==> src/rtl/serial_sub_pkg.sv <==
// Shared types and constants for the serial subtractor.
package serial_sub_pkg;

    localparam int SUB_WIDTH_DEFAULT = 8;

    typedef enum logic [1:0] {
        IDLE  = 2'd0,
        SHIFT = 2'd1,
        DONE  = 2'd2
    } sub_state_t;

endpackage

==> src/rtl/serial_subtractor_8bit_if.sv <==
// Request/result bundle between a requester and the serial subtractor.
// Optional macro SERIAL_SUB_OVF_EN adds the signed-overflow flag ovf.
interface serial_subtractor_8bit_if
    import serial_sub_pkg::*;
#(
    parameter int WIDTH = SUB_WIDTH_DEFAULT
);
    logic             start;
    logic [WIDTH-1:0] a;
    logic [WIDTH-1:0] b;
    logic             bin;
    logic [WIDTH-1:0] diff;
    logic             bout;
    logic             busy;
    logic             done;
`ifdef SERIAL_SUB_OVF_EN
    logic             ovf;

    modport master (output start, a, b, bin, input diff, bout, busy, done, ovf);
    modport slave  (input start, a, b, bin, output diff, bout, busy, done, ovf);
`else
    modport master (output start, a, b, bin, input diff, bout, busy, done);
    modport slave  (input start, a, b, bin, output diff, bout, busy, done);
`endif
endinterface

==> src/rtl/serial_subtractor_8bit_full_subtractor.sv <==
// One-bit full subtractor: d = a - b - bin, with borrow out.
module full_subtractor (
    input  logic a,
    input  logic b,
    input  logic bin,
    output logic d,
    output logic bout
);
    assign d    = a ^ b ^ bin;
    assign bout = (~a & b) | (~(a ^ b) & bin);
endmodule

==> src/rtl/serial_subtractor_8bit.sv <==
// Bit-serial subtractor: diff = a - b - bin, LSB first, one bit per clock.
// Optional macro SERIAL_SUB_OVF_EN adds the signed-overflow output ovf.
//
// state | meaning
// IDLE  | waiting for start; operands captured when start is seen
// SHIFT | one bit per cycle through the shared full subtractor (busy=1)
// DONE  | one-cycle done pulse, diff/bout valid
module serial_subtractor_8bit
    import serial_sub_pkg::*;
#(
    parameter int WIDTH = SUB_WIDTH_DEFAULT
)
(
    input  logic                   clk,
    input  logic                   rst_n,
    serial_subtractor_8bit_if.slave bus
);
    localparam int             CW   = $clog2(WIDTH) + 1;
    localparam logic [CW-1:0]  LAST = CW'(WIDTH - 1);

    sub_state_t       state, state_nx;
    logic [WIDTH-1:0] areg, breg, res, diff_q;
    logic [CW-1:0]    count;
    logic             brw, bout_q;
    logic             bit_d, bit_bout;
    logic             busy_c, done_c;

    full_subtractor u_fs (
        .a    (areg[0]),
        .b    (breg[0]),
        .bin  (brw),
        .d    (bit_d),
        .bout (bit_bout)
    );

    // State register; reset aborts any operation in flight.
    always_ff @(posedge clk) begin
        if (!rst_n) state <= IDLE;
        else        state <= state_nx;
    end

    // Next-state and status decode.
    always_comb begin
        state_nx = state;
        busy_c   = 1'b0;
        done_c   = 1'b0;
        case (state)
            IDLE:  if (bus.start) state_nx = SHIFT;
            SHIFT: begin
                busy_c = 1'b1;
                if (count == LAST) state_nx = DONE;
            end
            DONE: begin
                done_c   = 1'b1;
                state_nx = IDLE;
            end
            default: state_nx = IDLE;
        endcase
    end

    // Operand capture, bit-serial shift, and result publish on the last bit.
    always_ff @(posedge clk) begin
        if (!rst_n) begin
            areg   <= '0;
            breg   <= '0;
            res    <= '0;
            brw    <= 1'b0;
            count  <= '0;
            diff_q <= '0;
            bout_q <= 1'b0;
        end else begin
            case (state)
                IDLE: if (bus.start) begin
                    areg  <= bus.a;
                    breg  <= bus.b;
                    brw   <= bus.bin;
                    count <= '0;
                end
                SHIFT: begin
                    areg  <= areg >> 1;
                    breg  <= breg >> 1;
                    brw   <= bit_bout;
                    res   <= {bit_d, res[WIDTH-1:1]};
                    count <= count + CW'(1);
                    if (count == LAST) begin
                        diff_q <= {bit_d, res[WIDTH-1:1]};
                        bout_q <= bit_bout;
                    end
                end
                default: ;
            endcase
        end
    end

`ifdef SERIAL_SUB_OVF_EN
    logic ovf_q;

    // On the last bit areg[0]/breg[0] hold the operand sign bits and bit_d is the result sign.
    always_ff @(posedge clk) begin
        if (!rst_n)
            ovf_q <= 1'b0;
        else if (state == SHIFT && count == LAST)
            ovf_q <= (areg[0] != breg[0]) & (bit_d != areg[0]);
    end

    assign bus.ovf = ovf_q;
`endif

    assign bus.diff = diff_q;
    assign bus.bout = bout_q;
    assign bus.busy = busy_c;
    assign bus.done = done_c;

endmodule

==> src/flat_wrapper.sv <==
// flat-port wrapper written by rule: the top's interface ports become plain ports
module serial_subtractor_8bit_flat import serial_sub_pkg::*;
#(
    parameter int WIDTH = SUB_WIDTH_DEFAULT
)
  (clk, rst_n, bus_start, bus_a, bus_b, bus_bin, bus_diff, bus_bout, bus_busy, bus_done);
  serial_subtractor_8bit_if #(.WIDTH(WIDTH)) bus_i ();
  input  logic clk;
  input  logic rst_n;
  input wire logic [$bits(bus_i.start)-1:0] bus_start;
  input wire logic [$bits(bus_i.a)-1:0] bus_a;
  input wire logic [$bits(bus_i.b)-1:0] bus_b;
  input wire logic [$bits(bus_i.bin)-1:0] bus_bin;
  output wire logic [$bits(bus_i.diff)-1:0] bus_diff;
  output wire logic [$bits(bus_i.bout)-1:0] bus_bout;
  output wire logic [$bits(bus_i.busy)-1:0] bus_busy;
  output wire logic [$bits(bus_i.done)-1:0] bus_done;
  assign bus_i.start = bus_start;
  assign bus_i.a = bus_a;
  assign bus_i.b = bus_b;
  assign bus_i.bin = bus_bin;
  assign bus_diff = bus_i.diff;
  assign bus_bout = bus_i.bout;
  assign bus_busy = bus_i.busy;
  assign bus_done = bus_i.done;
  serial_subtractor_8bit #(.WIDTH(WIDTH)) u_core (.clk(clk), .rst_n(rst_n), .bus(bus_i));
endmodule
==> config.mk <==
export PLATFORM = sky130hd
export DESIGN_NAME = serial_subtractor_8bit_flat
export DESIGN_NICKNAME = d
export VERILOG_FILES = /design/src/rtl/serial_sub_pkg.sv /design/src/rtl/serial_subtractor_8bit_if.sv /design/src/rtl/serial_subtractor_8bit_full_subtractor.sv /design/src/rtl/serial_subtractor_8bit.sv /design/src/flat_wrapper.sv
export SDC_FILE = /design/constraint.sdc
export NUM_CORES = 1
export LEC_CHECK = 0
export CORE_MARGIN = 5
export CORE_UTILIZATION = 30
export CTS_CLUSTER_DIAMETER = 100
export DETAILED_ROUTE_END_ITERATION = 8
export GPL_ROUTABILITY_DRIVEN = 0
export PLACE_DENSITY = 0.63
export SLEW_MARGIN = 20
export SYNTH_ARGS = -nofsm -noshare
export SYNTH_HDL_FRONTEND = slang
export SYNTH_HIERARCHICAL = 1
export SYNTH_SLANG_ARGS = --single-unit
==> constraint.sdc <==
create_clock -name clk -period 1.4 [get_ports clk]
set_clock_uncertainty 0.15 [all_clocks]
set_input_delay 0.35 -clock clk [delete_from_list [all_inputs] [get_ports clk]]
set_output_delay 0.35 -clock clk [all_outputs]
set_load 0.01 [all_outputs]
-- Word-level counts from Yosys, hierarchy flattened
Cells that the tools add are included.
W data, S select, Z words.
- word-level logic and storage cells: 39
- output and inout bits: 11
- register bits after elaboration: 40
- bits of input ports: 20
- equal/unequal tests: 5
- bitwise logic cells: 7
- $add $sub $neg: 1
- reductions and logical operators: 5
- mux-type cells: 13
- operator list (kind ; count):
    $pmux W8 S2 ; 2
    $mux W8 ; 2
    $pmux W4 S2 ; 1
    $reduce_and A2 Y1 ; 3
    $add A4 B1 Y4 const B ; 1
    $eq A4 B3 Y1 const B ; 1
    $mux W2 ; 2
    $mux W4 ; 1
    $pmux W2 S2 ; 1
    $mux W1 ; 3
    $and A1 B1 Y1 ; 2
    $eq A2 B1 Y1 const B ; 1
    $eq A2 B2 Y1 const B ; 1
    $logic_not A2 Y1 ; 1
    $ne A2 B1 Y1 const B ; 1
    $ne A2 B2 Y1 const B ; 1
    $not A1 Y1 ; 2
    $pmux W1 S2 ; 1
    $reduce_bool A2 Y1 ; 1
    $xor A1 B1 Y1 ; 2
    $or A1 B1 Y1 ; 1

-- Longest topological paths before layout
- depth in word-level cells: 5
- depth in mapped cells: 7
- mapped depth without buffers: 5

-- Hierarchy
Netlist, hierarchy kept.
- modules (own cells, without submodules) (module ; seq. area each (um^2) ; times used ; cells an instance ; area each (um^2)):
    serial_subtractor_8bit ; 780.7 ; 1 ; 191 ; 1631.6
    full_subtractor ; 0.0 ; 1 ; 4 ; 31.3

-- Least setup slack after synthesis
OpenSTA, ideal clock, no wires.
- path type: register to output
- from: register u_core.state[0]
- to: output bus_busy
- data arrival time: 0.903 ns
- required time: 0.900 ns
- slack: -0.003 ns
- cell stages (with the launch flop): 6
- path buffers: 3
- cells stage by stage: dfxtp_1 -> buf_6 -> nand2b_4 -> buf_6 -> inv_1 -> buf_4
- word-level cells in the longest chain between the ends: 2
- ends and longest elaborated chain (item ; RTL line ; text):
    start, declared ; serial_subtractor_8bit.sv:21 ; sub_state_t state, state_nx;
    start signal, assigned ; serial_subtractor_8bit.sv:39 ; else state <= state_nx;
    $eq A2 B1 Y1 ; serial_subtractor_8bit.sv:47 ; case (state)
    $mux W1 ; serial_subtractor_8bit.sv:47 ;
    end, declared ; flat_wrapper.sv:16 ; output wire logic [$bits(bus_i.busy)-1:0] bus_busy;
No other way between the ends.

-- Worst setup path after layout
- from: register u_core.state[1]
- to: output bus_busy
The elaborated chain is that of the path after synthesis.

==> out/results.ini <==
[global_route]
antenna_found_initial = 0
use_met1_pct = 14.22
grt-busiest-layer = met2
grt_use_total_pct = 11.90
grt_start_max_net_pins = 17
grt_pass1_wl_mm = 6.817
use_met3_pct = 4.220
overflow = 0
met2_usage_pct = 20.16
grt_pass1_vias = 1480

[pwr]
pwr-share-seq_pct = 51.4
p_switching_uw = 643.3
p_int_mw = 1.722
combPwrFrac_pct = 17.1
p_per_area_nw_per_um2 = 1013
sw_frac_of_total_pct = 27.20
clkPwrFrac_pct = 31.5
power_leakage_nw = 0.8755
ir_worst_vdd_uv = 660.8

[detailed_routing]
initialDrtViolationCount = 51
totalWireLength_mm = 4.033
wl_per_cell_um = 12.72
viasPerCell = 4.732
drcViolationCount = 0
vias = 1500
drt-pass1-iter-count = 4
drt.antenna.violating_nets = 0

[cells_and_area]
synthToLayoutAreaGrowth_pct = 40.41
fin_nets = 266
nFillCells = 553
final_cells = 317
antenna_cells = 0
drive_gt1_share_pct = 22.45

[cts]
cts_made_buffers = 5
numClockSinks = 39
htreeDepth = 2
tritoncts = built
clkTransAtPathRegs_ns = 0.08
clk_latency_ns = 0.29
ctsLongestPathBuffers = 2
root_buffer = clkbuf_8

[synth]
netlist_area_sq_um = 1663
synth-compound-area-share_pct = 21.44
ys_seq_elements = 39
synth_cells = 195
synth_top_family_by_area = compound AO/OA/AOI/OAI gates
synth_warnings = 6
yosysUniqueCellTypes = 31
syn_avg_cell_area_sq_um = 8.527
synth_nets = 217
synth_xor_area_share_pct = 0
synth_fa_ha_area_share_pct = 1.956
synth.mux.area_fraction_pct = 5.418
seq_area_frac_synth_pct = 46.95
synth-simple-area-share_pct = 17.98

[critical_path]
arrival_ns = 0.95
end_kind = primary output
critPathKind = flop to primary output
worst_setup_path_start_kind = flop
required_ns = 0.90
worst-path-max-fanout = 3

[worst_hold_path]
hp-class = flop to flop

[die]
die-area_sq_um = 7132
num_io_pins = 31
start_util_pct = 30.57
die_x_um = 84.45
fp-row-count = 27
die_h_um = 84.45
core_region_area_sq_um = 5439

[sta]
period_share_pct = 103.6
slew-limit-headroom_pct = 75.94
worst_slack_ns = -0.05028
max_clock_freq_mhz = 689.5
final-setup-viol-count = 2
grt_setup_unrepaired = true
finalCriticalPeriod_ns = 1.450
tns_ns = -0.07585
whs_ns = 0.2894
worst_pin_slew_ns = 0.3609
final_max_slew_viol_count = 0
hold_violations = 0

[placed_design]
place_inst = 306
dpl_worst_slack_ns = -0.3918
io_buffer_count = 30
hpwl_mm = 2.682

[status]
violations = negative setup slack
status = finished, violations left

[run]
drv_cap = 0

## logic make-up after synthesis
logic type | after synthesis
and+or+nand+nor | 68
AOI/OAI and AO/OA | 56
DFF | 39
buffers and inverters | 21
muxes | 9
adders and majority gates | 2
## registers in the layout, indices dropped and copies added (netlist names)
name	count
u_core/bus.diff	8
u_core/count	4
u_core/bus.bout	1
u_core/breg	8
u_core/res	7
u_core/areg	8
u_core/state	2
u_core/brw	1
## through the flow
stage	area, sq um	total power [mW]	util [%]
detailed placement	2148	1.603	39.50
finish	2335	2.365	42.93
CTS	2290	2.365	42.10
floorplan	1667	1.457	-
global placement	2148	1.600	39.50
global route	2335	2.508	42.93
## routing by layer
metal / share of wire [%] / routed length [um]
met1: 47 / 1899
met2: 45 / 1829
met3: 6.3 / 253
met4: 1.3 / 51
met5: 0 / 0
## cells in the final DEF (no fill, tap or decap), types with 2 or more instances in the layout
| cell type | n |
|---|---|
| inv_2 | 2 |
| a21oi_1 | 20 |
| o21ai_0 | 13 |
| clkinvlp_4 | 3 |
| o2bb2ai_1 | 10 |
| nor2_1 | 14 |
| a32oi_1 | 2 |
| nand2b_1 | 2 |
| buf_4 | 21 |
| a22oi_1 | 3 |
| o21ba_4 | 2 |
| buf_6 | 5 |
| dfxtp_1 | 36 |
| o22ai_1 | 2 |
| clkdlybuf4s50_1 | 17 |
| nand2_1 | 37 |
| clkbuf_2 | 4 |
| inv_1 | 4 |
| dfxtp_2 | 2 |
| clkbuf_8 | 5 |
| clkdlybuf4s15_1 | 5 |
| mux2i_1 | 9 |
| nand3_1 | 5 |
## synthesized netlist by cell type, drive strengths merged
cell type  instances  area (sq um)
buf                6         47.54
nor3               1         5.000
nor3b              2         15.01
nor2b              1         6.260
o21ba              1         10.01
nor4bb             1         10.01
nor2              15         56.30
fa                 1         20.02
o211ai             1         7.510
o21ai             13         65.06
or3                1         6.260
a22oi              3         22.52
a21oi             20         100.1
ha                 1         12.51
dfxtp             39         780.8
clkbuf             8         30.03
o22ai              2         12.51
nand2b             3         26.27
o21bai             1         11.26
nor4               1         6.260
mux2i              9         90.09
o2bb2ai           10         87.58
nand3              5         25.02
a211oi             1         7.510
a31oi              1         6.260
nand2             38         142.6
a32oi              3         26.28
inv                7         26.28
## layout make-up
type | instances | area, sq um | share of cell area, %
multi-input combinational | 136 | 859.6 | 36.82
sequential | 39 | 787.0 | 33.71
timing repair buffer | 54 | 475.5 | 20.36
tap | 72 | 90.09 | 3.859
clock buffer | 6 | 72.57 | 3.108
inverter | 7 | 30.03 | 1.286
clock inverter | 2 | 12.51 | 0.5359
timing repair inverter | 1 | 7.507 | 0.3215
## critical path, cell delays in order (launching register included)
cell and delay (ns):
dfxtp_2 0.36, nand2b_4 0.14, inv_2 0.04, buf_6 0.11
## worst paths after layout
kind | startpoint | end | cells past startpoint | slack [ns]
min reg2reg | u_core/breg[1] | u_core/breg[0] | 2 | 0.29
max | u_core/state[1] | bus_busy | 3 | -0.05
min | u_core/breg[1] | u_core/breg[0] | 2 | 0.29
max reg2reg | u_core/state[0] | u_core/areg[3] | 4 | 0
## power groups by stage
stage	Sequential (mW)	Clock (mW)	Combinational, mW
detailed placement	1.24	0	0.366
global route	1.23	0.830	0.453
finish	1.22	0.745	0.405
global placement	1.24	0	0.363
CTS	1.21	0.777	0.375
floorplan	1.23	0	0.231
## timing repair
action,in CTS,in global routing
hold buffers,0,0
buffers inserted,2,0
gates resized for setup,43,17
endpoints found under the setup margin,41,36
pin swaps,3,6
cloned,1,2
(Power assumes the default switching activity.)
